[src/rtl/audio_pkg.sv]
// audio_pkg: shared definitions for the audio denoise path.
//   AUDIO_W  - native audio sample width
//   state_t  - moving_avg_denoise control states
//   sample_t - signed audio sample
package audio_pkg;

  localparam int AUDIO_W = 16;

  typedef enum logic {
    ST_CLEAR = 1'b0,
    ST_RUN   = 1'b1
  } state_t;

  typedef logic signed [AUDIO_W-1:0] sample_t;

endpackage : audio_pkg

[src/rtl/sample_ring.sv]
// sample_ring: N-entry circular sample history (N = 2**LOG2_TAPS) with a
// single pointer shared by reads and writes.
//   clk, rst  - clock, synchronous active-high reset (resets pointer only)
//   clr_en    - write 0 at ptr and advance (clear sweep)
//   wr_en     - write wr_data at ptr and advance (accepted sample)
//   wr_data   - sample to store
//   rd_old    - combinational read of the entry at ptr (oldest sample)
//   ptr       - current pointer, wraps N-1 -> 0
module sample_ring
  import audio_pkg::*;
#(
  parameter int DATA_W    = AUDIO_W,
  parameter int LOG2_TAPS = 3
) (
  input  logic                 clk,
  input  logic                 rst,
  input  logic                 clr_en,
  input  logic                 wr_en,
  input  logic [DATA_W-1:0]    wr_data,
  output logic [DATA_W-1:0]    rd_old,
  output logic [LOG2_TAPS-1:0] ptr
);

  localparam int N = 1 << LOG2_TAPS;

  logic [DATA_W-1:0]    r_mem [N];
  logic [LOG2_TAPS-1:0] r_ptr;

  // N is a power of two, so the natural pointer overflow is the wrap.
  always_ff @(posedge clk) begin
    if (rst) begin
      r_ptr <= '0;
    end else if (clr_en || wr_en) begin
      r_ptr <= r_ptr + LOG2_TAPS'(1);
    end
  end

  // Storage has no reset; the clear sweep zeroes it before any read matters.
  always_ff @(posedge clk) begin
    if (!rst) begin
      if (clr_en) begin
        r_mem[r_ptr] <= '0;
      end else if (wr_en) begin
        r_mem[r_ptr] <= wr_data;
      end
    end
  end

  assign rd_old = r_mem[r_ptr];
  assign ptr    = r_ptr;

endmodule : sample_ring

[src/rtl/moving_avg_denoise.sv]
// moving_avg_denoise: streaming mean of the last 2**LOG2_TAPS accepted
// signed samples, with optional bypass of the output value.
//   CLK        - clock, rising edge
//   RST        - synchronous active-high reset
//   in_valid   - audio_in holds a sample
//   in_ready   - block can accept a sample (high in RUN)
//   audio_in   - signed input sample
//   bypass     - output the accepted sample itself instead of the mean
//   out_valid  - one-cycle pulse, one cycle after each accept
//   audio_out  - filtered or bypassed sample, holds when out_valid=0
//   dbg_state  - current control state (0 = CLEAR, 1 = RUN)
//
// Handshake: a sample transfers on a rising edge where in_valid && in_ready
// are both high. in_ready depends only on registered state, never on
// in_valid. The output side has no ready; out_valid must be consumed.
module moving_avg_denoise
  import audio_pkg::*;
#(
  parameter int DATA_W    = AUDIO_W,
  parameter int LOG2_TAPS = 3
) (
  input  logic              CLK,
  input  logic              RST,
  input  logic              in_valid,
  output logic              in_ready,
  input  logic [DATA_W-1:0] audio_in,
  input  logic              bypass,
  output logic              out_valid,
  output logic [DATA_W-1:0] audio_out,
  output logic              dbg_state
);

  // Sum of N samples needs LOG2_TAPS growth bits and can never overflow.
  localparam int SUM_W = DATA_W + LOG2_TAPS;

  state_t                   r_state;
  logic signed [SUM_W-1:0]  r_sum;
  logic                     r_out_valid;
  logic [DATA_W-1:0]        r_audio_out;

  logic                     w_accept;
  logic                     w_clr_en;
  logic [DATA_W-1:0]        w_old;
  logic [LOG2_TAPS-1:0]     w_ptr;
  logic signed [SUM_W-1:0]  w_in_ext;
  logic signed [SUM_W-1:0]  w_old_ext;
  logic signed [SUM_W-1:0]  w_new_sum;
  logic [DATA_W-1:0]        w_avg;

  assign w_accept = in_valid && (r_state == ST_RUN);
  assign w_clr_en = (r_state == ST_CLEAR);

  sample_ring #(
    .DATA_W    (DATA_W),
    .LOG2_TAPS (LOG2_TAPS)
  ) u_ring (
    .clk     (CLK),
    .rst     (RST),
    .clr_en  (w_clr_en),
    .wr_en   (w_accept),
    .wr_data (audio_in),
    .rd_old  (w_old),
    .ptr     (w_ptr)
  );

  assign w_in_ext  = SUM_W'($signed(audio_in));
  assign w_old_ext = SUM_W'($signed(w_old));
  assign w_new_sum = r_sum + w_in_ext - w_old_ext;

  // Dropping the low LOG2_TAPS bits of a two's-complement sum is an
  // arithmetic shift right (floor toward -inf); the mean always fits DATA_W.
  assign w_avg = w_new_sum[SUM_W-1:LOG2_TAPS];

  always_ff @(posedge CLK) begin
    if (RST) begin
      r_state     <= ST_CLEAR;
      r_sum       <= '0;
      r_out_valid <= 1'b0;
      r_audio_out <= '0;
    end else begin
      r_out_valid <= w_accept;
      case (r_state)
        ST_CLEAR: begin
          // The ring is writing its last entry this cycle.
          if (&w_ptr) begin
            r_state <= ST_RUN;
            r_sum   <= '0;
          end
        end
        ST_RUN: begin
          if (w_accept) begin
            r_sum       <= w_new_sum;
            r_audio_out <= bypass ? audio_in : w_avg;
          end
        end
        default: r_state <= ST_CLEAR;
      endcase
    end
  end

  assign in_ready  = (r_state == ST_RUN);
  assign out_valid = r_out_valid;
  assign audio_out = r_audio_out;
  assign dbg_state = r_state;

endmodule : moving_avg_denoise

[config.mk]
export PLATFORM = sky130hd
export DESIGN_NAME = moving_avg_denoise
export DESIGN_NICKNAME = d
export VERILOG_FILES = /design/src/rtl/audio_pkg.sv /design/src/rtl/sample_ring.sv /design/src/rtl/moving_avg_denoise.sv
export SDC_FILE = /design/constraint.sdc
export NUM_CORES = 1
export LEC_CHECK = 0
export BUFFER_PORTS_ARGS = -buffer_cell sky130_fd_sc_hd__clkbuf_2
export CAP_MARGIN = 20
export CORE_MARGIN = 2
export CORE_UTILIZATION = 46
export DETAILED_ROUTE_END_ITERATION = 16
export GPL_TIMING_DRIVEN = 0
export PLACE_DENSITY = 0.75
export SKIP_LAST_GASP = 1
export SLEW_MARGIN = 15
export SYNTH_ARGS = -nofsm -noshare
export SYNTH_HDL_FRONTEND = slang
export SYNTH_SLANG_ARGS = --single-unit
[constraint.sdc]
create_clock -name CLK -period 3.7 [get_ports CLK]
set_clock_uncertainty 0.05 [all_clocks]
set_input_delay 0.185 -clock CLK [delete_from_list [all_inputs] [get_ports CLK]]
set_output_delay 0.185 -clock CLK [all_outputs]
set_load 0.01 [all_outputs]
### Yosys cells after proc, flatten, opt, wreduce, memory -nomap -nowiden

Memory sizes are Yosys's and may differ from the RTL's. A register that Yosys moved wholly into a read port is not among the register bits.
Cells that the tools add are included.

| word-level totals | value |
|---|---|
| memories kept | 1 |
| bits of input ports | 20 |
| register bits after elaboration | 40 |
| logic and storage cells | 34 |
| output and inout port bits | 19 |
| RAM bits | 128 |

Memories:

| name | depth | width | rd ports | clocked after memory_dff | wr ports | line | text |
|---|---|---|---|---|---|---|---|
| u_ring.r_mem | 8 | 16 | 1 | 1 | 1 | sample_ring.sv:26 | `logic [DATA_W-1:0] r_mem [N];` |

| operators by class | value |
|---|---|
| bitwise logic cells | 2 |
| mux-type cells | 16 |
| $add $sub $neg | 3 |
| reductions and logical operators | 5 |
| equal/unequal tests | 2 |

Operator list:

| kind | number |
|---|---|
| $mux W19 | 2 |
| $pmux W19 S2 | 1 |
| $mux W16 | 2 |
| $add A19 B16 Y19 | 1 |
| $sub A19 B16 Y19 | 1 |
| $mux W1 | 9 |
| $mux W3 | 2 |
| $reduce_and A2 Y1 | 2 |
| $add A3 B1 Y3 const B | 1 |
| $reduce_and A3 Y1 | 1 |
| $ne A2 B1 Y1 const B | 1 |
| $ne A2 B2 Y1 const B | 1 |
| $logic_and A1 B1 Y1 | 1 |
| $logic_or A1 B1 Y1 | 1 |
| $not A1 Y1 | 1 |
| $or A1 B1 Y1 | 1 |

### Logic depth before layout (Yosys ltp)

Gate-level depths: netlist of run 1.

| logic depth | value |
|---|---|
| depth in word-level cells | 6 |
| depth in mapped cells | 16 |
| depth with buffers taken out | 14 |

### Modules after synthesis

From an unflattened synthesis of run 1, not the netlist that was laid out.

| unflattened totals | value |
|---|---|
| cell total of the unflattened synthesis | 623 |
| area, all modules | 8373.0 um^2 |

Modules (own cells, without submodules):

| module | cells an instance | instances | seq. area each (um^2) | area an instance (um^2) |
|---|---|---|---|---|
| sample_ring | 234 | 1 | 3963.8 | 5285.1 |
| moving_avg_denoise | 389 | 1 | 740.7 | 3088.0 |

### Worst setup path before layout of run 1

OpenSTA, ideal clock, no wires.

| path | value |
|---|---|
| kind | reg-to-reg |
| start point | register (tool-made name) |
| end point | register r_audio_out[11] (netlist: audio_out[11]) |
| period minus slack after synthesis | 3.969 ns |
| library setup time | 0.122 ns |
| path buffers | 2 |
| data required time | 3.528 ns |
| arrival time | 3.797 ns |
| stages on the path, launching flop included | 14 |
| slack | -0.269 ns |
| cell sequence | dfxtp_1 > clkbuf_1 > buf_2 > mux4_2 > mux2_2 > fa_1 > fa_1 > nand2b_1 > a21oi_2 > nor2b_1 > o31a_1 > o21ai_0 > xor2_1 > o311a_1 |

RTL lines:

| item | line | text |
|---|---|---|
| to (signal assigned) | moving_avg_denoise.sv:93 | `r_audio_out <= bypass ? audio_in : w_avg;` |
| to (decl) | moving_avg_denoise.sv:39 | `logic [DATA_W-1:0] r_audio_out;` |

==> impl_metrics.csv, run 1 <==
group,metric,value,unit
setup_path,reg2reg_depth,15,
route,drt_wl_total,19.4,mm
placed_design,place_hpwl,13.0,mm
finish,diodes,0,
clocking,cts_made_buffers,17,
route,ant_nets,0,
route,drtPass1Iterations,8,
timing,finalSetupViolCount,17,
placed_design,routabilityCongestion,0.934,
route,drc_errors,0,
synthesis,synthTopCellsByCount,"edfxtp_1 (128), inv_1 (77), dfxtp_1 (43)",
timing,tightest_slew,0.791,ns
finish,area_delta_synth_final,21.9,%
timing,rsz0062_at_grt,"true",
power_and_ir_drop,p_sw,1.46,mW
setup_path,cp.arrival,4.16,ns
synthesis,synth_area_leaders,"edfxtp_1 (48%), dfxtp_1 (11%), mux4_2 (9.0%), fa_1 (4.5%), inv_1 (3.6%)",
hold_path,min_to,"audio_out[15]",
timing,fin_crit_sh,1.05,
floorplan,dieArea,0.0185,mm2
finish,instances_no_fill,893,
power_and_ir_drop,p_comb_frac,0.256,
route,via_count,5186,
placed_design,placed_area,0.00872,mm2
synthesis,synthMostInstantiatedCell,"edfxtp_1",
setup_path,start_kind,"register",
setup_path,r2r_slack,-0.19,ns
placed_design,place_inst,854,
global_route,grt_pass1_wl,29.4,mm
route,wire_per_inst,21.8,um
synthesis,synth_edf_count,128,
power_and_ir_drop,netSwitchingFraction,0.284,
clocking,root_buffer,"clkbuf_16",
status,outcome,"complete, but fails checks",
setup_path,worst_path_max_delay_cell,"mux4_2",
timing,slew_headroom,0.470,
setup_path,crit_type,"register to register",
clocking,cts_tree,"done",
floorplan,die_w,136,um
timing,timing.hold.ws,0.0391,ns
route,drtIter0Drc,452,
floorplan,row_count,48,
floorplan,core,0.0172,mm2
flow_run,cap_violations,0,
power_and_ir_drop,pwr-share-seq,0.412,
hold_path,min_delay_path_depth,3,
setup_path,path_delay_family,"compound AO/OA/AOI/OAI gates",
finish,final_area,0.00977,mm2
synthesis,yosys.area.top_type_share,0.479,
global_route,antenna_found_initial,0,
floorplan,chipHeight,136,um
floorplan,pin_count,39,
global_route,overflow,0,
global_route,grt.total_usage,0.216,
timing,min_period,3.89,ns
clocking,clock-sinks,171,
synthesis,syn_inst,582,
synthesis,synth_flop_cell,"edfxtp_1",
global_route,grt_max_degree,17,
power_and_ir_drop,max-vdd-ir-drop,0.000309,V
placed_design,io_buffers,37,
clocking,h-tree-depth,4,
clocking,cts.clk_slew.worst_paths,0.06,ns
setup_path,worstSetupEndpointType,"register",
hold_path,min-delay-path-class,"input port to register",
floorplan,start_util,0.467,
synthesis,synth_top_cell_by_area,"edfxtp_1",
synthesis,ys_types,53,
synthesis,avgSynthCellArea,13.8,um2
synthesis,seq_area_frac_synth,0.587,
status,violations,"negative setup slack",
setup_path,max_stage_delay,0.50,ns
setup_path,reg2reg_to,"audio_out[11]",
clocking,clock_latency,0.43,ns
setup_path,cp_num_buf_inv,4,
setup_path,crit_fanout,6,
finish,drive_above_1_share,0.320,
global_route,grt_pass1_vias,5300,
timing,drv_slew,0,
synthesis,synth-async-reset-ratio,0,
power_and_ir_drop,power.internal,3.67,mW
clocking,cts_hold_buf,0,
hold_path,min-delay-start,"audio_in[15]",
clocking,cts.path.max_buffers,2,
timing,fin_ws,-0.193,ns
synthesis,synth-seq-cells,171,
setup_path,cp.required,3.96,ns
synthesis,netlist_area,0.00802,mm2
power_and_ir_drop,totalPowerFinal,5.13,mW
timing,finalHoldViolCount,0,
route,via_per_inst,5.81,
setup_path,path_cells,"buf_8 > buf_12 > buf_16 > mux4_2 > mux2_4 > fa_1 > inv_1 > ha_4 > a21oi_4 > o21ai_4 > a21oi_1 > o31a_1 > o21ai_2 > xor2_1 > o311a_1",
power_and_ir_drop,p_per_area,525,mW/mm2
power_and_ir_drop,p_clk_frac,0.331,
synthesis,yosys_warnings,0,
synthesis,synth_nets,642,
timing,fmax,0.257,GHz
power_and_ir_drop,power_leakage,3.61,nW
finish,fin_nets,717,
==> worst max-delay path by stage <==
stage / endpoint / depth (start not counted)
CTS: audio_out[12] / 14
finish: audio_out[11] / 15
global route: r_sum[15] / 15
detailed placement: audio_out[10] / 13
floorplan: audio_out[12] / 14
global placement: audio_out[10] / 13
==> through the flow <==
step	TNS, ns	worst slack (ns)	util
finish	-1.87	-0.193	0.569
global route	-3.98	-0.303	0.569
CTS	-1.52	-0.179	0.559
detailed placement	-12.06	-0.693	0.507
global placement	-11.88	-0.709	0.499
floorplan	-0.00246	-0.00246	-
==> timing repair <==
action,4_1_cts,5_1_grt
gates cloned,1,0
setup endpoints to repair,30,25
pin swaps,28,14
resized for setup,47,28
buffers inserted,11,5
==> cell type report <==
class | instances | area, um2
tap | 225 | 282
buffer | 22 | 159
sequential | 171 | 4710
timing repair buffer | 64 | 490
multi-input combinational | 304 | 3290
clock inverter | 12 | 126
clock buffer | 18 | 429
inverter | 77 | 289
fill | 1285 | 7410
==> worst register-to-register path: stages, from the launching register on <==
cell     delay [ns]
dfxtp_2        0.33
buf_8          0.14
buf_12         0.12
buf_16         0.11
mux4_2         0.50
mux2_4         0.29
fa_1           0.49
inv_1          0.07
ha_4           0.24
a21oi_4        0.20
o21ai_4        0.11
a21oi_1        0.19
o31a_1         0.36
o21ai_2        0.09
xor2_1         0.17
o311a_1        0.31
==> placed cells by master, fill, tap and decap left out, drive strengths merged, types with 2 or more instances in the layout <==
master,count
edfxtp,128
inv,78
clkbuf,67
dfxtp,43
nor2,41
buf,37
mux4,32
ha,22
nand2,21
o21ai,21
a21oi,20
fa,18
mux2,16
a22o,13
mux2i,12
xnor2,12
a21o,7
a211oi,7
xor2,7
nor3,7
clkinv,7
nand2b,6
nand3,5
and3,4
a31oi,4
nor2b,3
or3,2
o31a,2
nand4,2
clkinvlp,2
bufinv,2
o211ai,2
a31o,2
o31ai,2
==> power groups by stage <==
stage / combinational, mW / clock (mW) / sequential [mW]
global route: 1.41 / 1.79 / 2.12
finish: 1.31 / 1.70 / 2.11
floorplan: 0.740 / 0 / 2.14
CTS: 1.15 / 1.71 / 2.11
global placement: 0.946 / 0 / 2.15
detailed placement: 0.974 / 0 / 2.15
==> registers in the layout (all words and copies together), names as in the netlist, named ones only <==
name	cells
r_sum	19
dbg_state	1
audio_out	16
out_valid	1
u_ring.r_mem	128
u_ring.ptr	3
==> logic make-up (layout without fill, tap and decap cells) <==
logic type               count (synthesis)  in the layout  synth area share
XOR/XNOR                                19             19            0.0208
AND/OR/NAND/NOR                         94             94            0.0529
multiplexers                            60             60             0.127
adder cells (fa/ha/maj)                 40             40            0.0793
buffers and inverters                  107            193            0.0510
AO/OA/AOI/OAI                           91             91            0.0818
flip-flops                             171            171             0.587
==> layer usage <==
layer | part of all wire | vias up | global-route usage
met4 | 0.038 | 0 | 0.104
li1 | - | 2256 | -
met2 | 0.50 | 270 | 0.359
met3 | 0.069 | 56 | 0.0421
met1 | 0.40 | 2604 | 0.273
met5 | 0 | - | 0
(Power assumes the default switching activity.)
==> run 2, diff against run 1 <==
--- a/config.mk
+++ b/config.mk
@@ -7,11 +7,14 @@
 export LEC_CHECK = 0
 export BUFFER_PORTS_ARGS = -buffer_cell sky130_fd_sc_hd__clkbuf_2
 export CAP_MARGIN = 20
+export CELL_PAD_IN_SITES_DETAIL_PLACEMENT = 1
+export CELL_PAD_IN_SITES_GLOBAL_PLACEMENT = 1
 export CORE_MARGIN = 2
 export CORE_UTILIZATION = 46
+export CTS_CLUSTER_SIZE = 30
 export DETAILED_ROUTE_END_ITERATION = 16
 export GPL_TIMING_DRIVEN = 0
-export PLACE_DENSITY = 0.75
+export PLACE_DENSITY = 0.85
 export SKIP_LAST_GASP = 1
 export SLEW_MARGIN = 15
 export SYNTH_ARGS = -nofsm -noshare
==> run 2 against run 1 <==
The run still ends with negative setup slack left. Sequential share of layout area is 1.8 points lower. Final cell count grew 2.7%. Worst setup slack worse by 0.28 ns. Clock power rose by 9%. Critical path depth up 1. Non-clock buffer count up 21. First-iteration DRC count up 31%. Final area up 3.8%. Combinational power rose by 35%. Sequential power about the same. Via count increased by 11%.
==> impl_metrics.csv, run 2 (synthesized netlist as in run 1, its figures left out) <==
group,metric,value,unit
status,outcome,"complete, but fails checks",
status,violations,"negative setup slack",
timing,slew_headroom,0.369,
route,via_per_inst,6.26,
global_route,grtUsageMet2,0.465,
finish,final_area,0.0101,mm2
setup_path,path_cells,"clkbuf_16 > buf_12 > mux4_2 > mux2_4 > fa_1 > inv_2 > ha_4 > buf_4 > o21ai_4 > nor2_4 > buf_4 > o311ai_2 > o31ai_2 > xor2_1 > buf_4 > a22o_1",
clocking,h-tree-depth,4,
finish,fin_nets,738,
global_route,grt_pass1_wl,36.2,mm
setup_path,cp.depth,16,
setup_path,reg2reg_depth,16,
global_route,grtUsageMet1,0.341,
timing,drv_slew,0,
placed_design,io_buffers,37,
placed_design,placed_area,0.00869,mm2
finish,drive_above_1_share,0.370,
clocking,cts.path.max_buffers,2,
global_route,overflow,0,
route,via_count,5745,
setup_path,worst_path_max_delay_cell,"fa_1",
floorplan,chipHeight,136,um
setup_path,cp-endpoint,"r_sum[17]",
floorplan,core,0.0172,mm2
clocking,root_buffer,"clkbuf_16",
setup_path,cp.arrival,4.47,ns
setup_path,max_stage_delay,0.58,ns
finish,mostFrequentLayoutCell,"edfxtp_1",
timing,fin_crit_sh,1.13,
power_and_ir_drop,p_clk_frac,0.323,
clocking,cts.clk_slew.worst_paths,0.07,ns
global_route,grt_pass1_vias,5821,
power_and_ir_drop,power_leakage,3.76,nW
global_route,grt_max_degree,17,
power_and_ir_drop,p_per_area,566,mW/mm2
hold_path,min-delay-path-class,"input port to register",
setup_path,start_kind,"register",
route,drt_wl_total,27.9,mm
setup_path,crit_type,"register to register",
clocking,clock_latency,0.46,ns
timing,setup_tns,-7.56,ns
setup_path,worstSetupEndpointType,"register",
global_route,grt.total_usage,0.274,
power_and_ir_drop,max-vdd-ir-drop,0.000417,V
setup_path,cp_num_buf_inv,6,
timing,finalSetupViolCount,28,
power_and_ir_drop,power.internal,3.89,mW
route,wire_per_inst,30.4,um
timing,finalHoldViolCount,0,
finish,area_delta_synth_final,26.5,%
route,drc_errors,0,
floorplan,pin_count,39,
power_and_ir_drop,netSwitchingFraction,0.323,
route,ant_nets,0,
power_and_ir_drop,p_sw,1.86,mW
flow_run,cap_violations,0,
floorplan,start_util,0.467,
clocking,clock-sinks,171,
global_route,antenna_found_initial,0,
power_and_ir_drop,pwr-share-seq,0.368,
setup_path,r2r_slack,-0.47,ns
timing,tightest_slew,0.941,ns
setup_path,reg2reg_to,"r_sum[17]",
setup_path,path_delay_family,"adder cells",
timing,fmax,0.240,GHz
global_route,met3_usage,0.0526,
timing,rsz0062_at_grt,"true",
floorplan,row_count,48,
finish,largest_register_ffs,128,
clocking,cts_made_buffers,17,
setup_path,crit_fanout,7,
setup_path,cp.required,4.00,ns
finish,layout_common_cells,"edfxtp_1 (128), inv_1 (69), dfxtp_1 (42)",
power_and_ir_drop,p_comb_frac,0.309,
timing,fin_ws,-0.473,ns
clocking,cts_tree,"done",
floorplan,dieArea,0.0185,mm2
floorplan,die_w,136,um
global_route,busiest_layer,"met2",
route,drtIter0Drc,591,
placed_design,routabilityCongestion,0.895,
finish,max_flop_register,"u_ring.r_mem",
route,drtPass1Iterations,5,
placed_design,place_hpwl,14.9,mm
setup_path,crit_top_cell,"buf_4",
timing,min_period,4.17,ns
-- run 2: changes by cell type in the layout (fill, tap and decap cells not counted), moves of 4 or more --
cell   previous run  this run
buf_4            19        36
buf_6             0         7
ha_4              8        13
inv_1            74        69
buf_8             7         3
ha_1              9         5
inv_2             3         7
inv_8             0         4
-- run 2: worst min-delay path by stage --
stage | from | endpoint | slack [ns] | cells past startpoint
3_5_place_dp | r_sum[16] | r_sum[16] | 0.40 | 2
2_1_floorplan | audio_in[2] | audio_out[2] | 0.33 | 2
6_report | audio_in[14] | audio_out[14] | 0.02 | 3
3_3_place_gp | r_sum[15] | r_sum[15] | 0.39 | 2
4_1_cts | audio_in[15] | audio_out[15] | 0.04 | 3
5_1_grt | audio_in[14] | audio_out[14] | 0.05 | 3
-- run 2: power groups by stage --
| stage | combinational, mW | sequential (mW) | clock, mW |
|---|---|---|---|
| after floorplan | 0.740 | 2.14 | 0 |
| after global placement | 0.956 | 2.15 | 0 |
| after detailed placement | 1.02 | 2.15 | 0 |
| after CTS | 1.26 | 2.11 | 1.83 |
| after global routing | 1.82 | 2.12 | 1.91 |
| final | 1.77 | 2.12 | 1.85 |
-- run 2: layout make-up --
| cell class | instances | area, um2 |
|---|---|---|
| fill | 1644 | 7040 |
| sequential | 171 | 4710 |
| multi-input combinational | 304 | 3470 |
| timing repair buffer | 85 | 632 |
| clock buffer | 18 | 429 |
| inverter | 77 | 292 |
| tap | 225 | 282 |
| buffer | 22 | 169 |
| clock inverter | 14 | 161 |
| antenna | 1 | 2.50 |
-- run 2: worst reg2reg max path: cells and delay by family (launching register included) --
kind / cells / cell delay (ns)
AND/OR/NAND/NOR: 1 / 0.22
AO/OA/AOI/OAI: 4 / 0.74
flip-flops: 1 / 0.35
adder cells (fa/ha/maj): 2 / 0.87
multiplexers: 2 / 0.82
XOR/XNOR: 1 / 0.15
buffers and inverters: 6 / 0.86
-- run 2: per-layer routing --
layer / wire length, um / vias up
li1: - / 2298
met1: 10200 / 2953
met2: 13800 / 362
met3: 1980 / 132
met4: 1860 / 0
met5: 0 / -
-- run 2: repair_timing --
| action | in CTS | in global routing |
|---|---|---|
| buffers inserted | 18 | 23 |
| gates cloned | 2 | 0 |
| endpoints found under the setup margin | 30 | 28 |
| gates resized for setup | 67 | 49 |
| hold buffers | 0 | 0 |
| hold endpoints to repair | 0 | 0 |
| pin swaps | 32 | 39 |
-- run 2: per-stage QoR --
| step | hold WS, ns | std cells | setup slack (ns) | power (mW) | util |
|---|---|---|---|---|---|
| after CTS | 0.0397 | 896 | -0.184 | 5.20 | 0.567 |
| final | 0.0246 | 917 | -0.473 | 5.74 | 0.590 |
| after global routing | 0.0463 | 916 | -0.535 | 5.85 | 0.590 |
| after floorplan | 0.329 | 582 | -0.00246 | 2.88 | - |
| after detailed placement | 0.398 | 852 | -0.799 | 3.17 | 0.506 |
| after global placement | 0.388 | 844 | -0.689 | 3.10 | 0.499 |
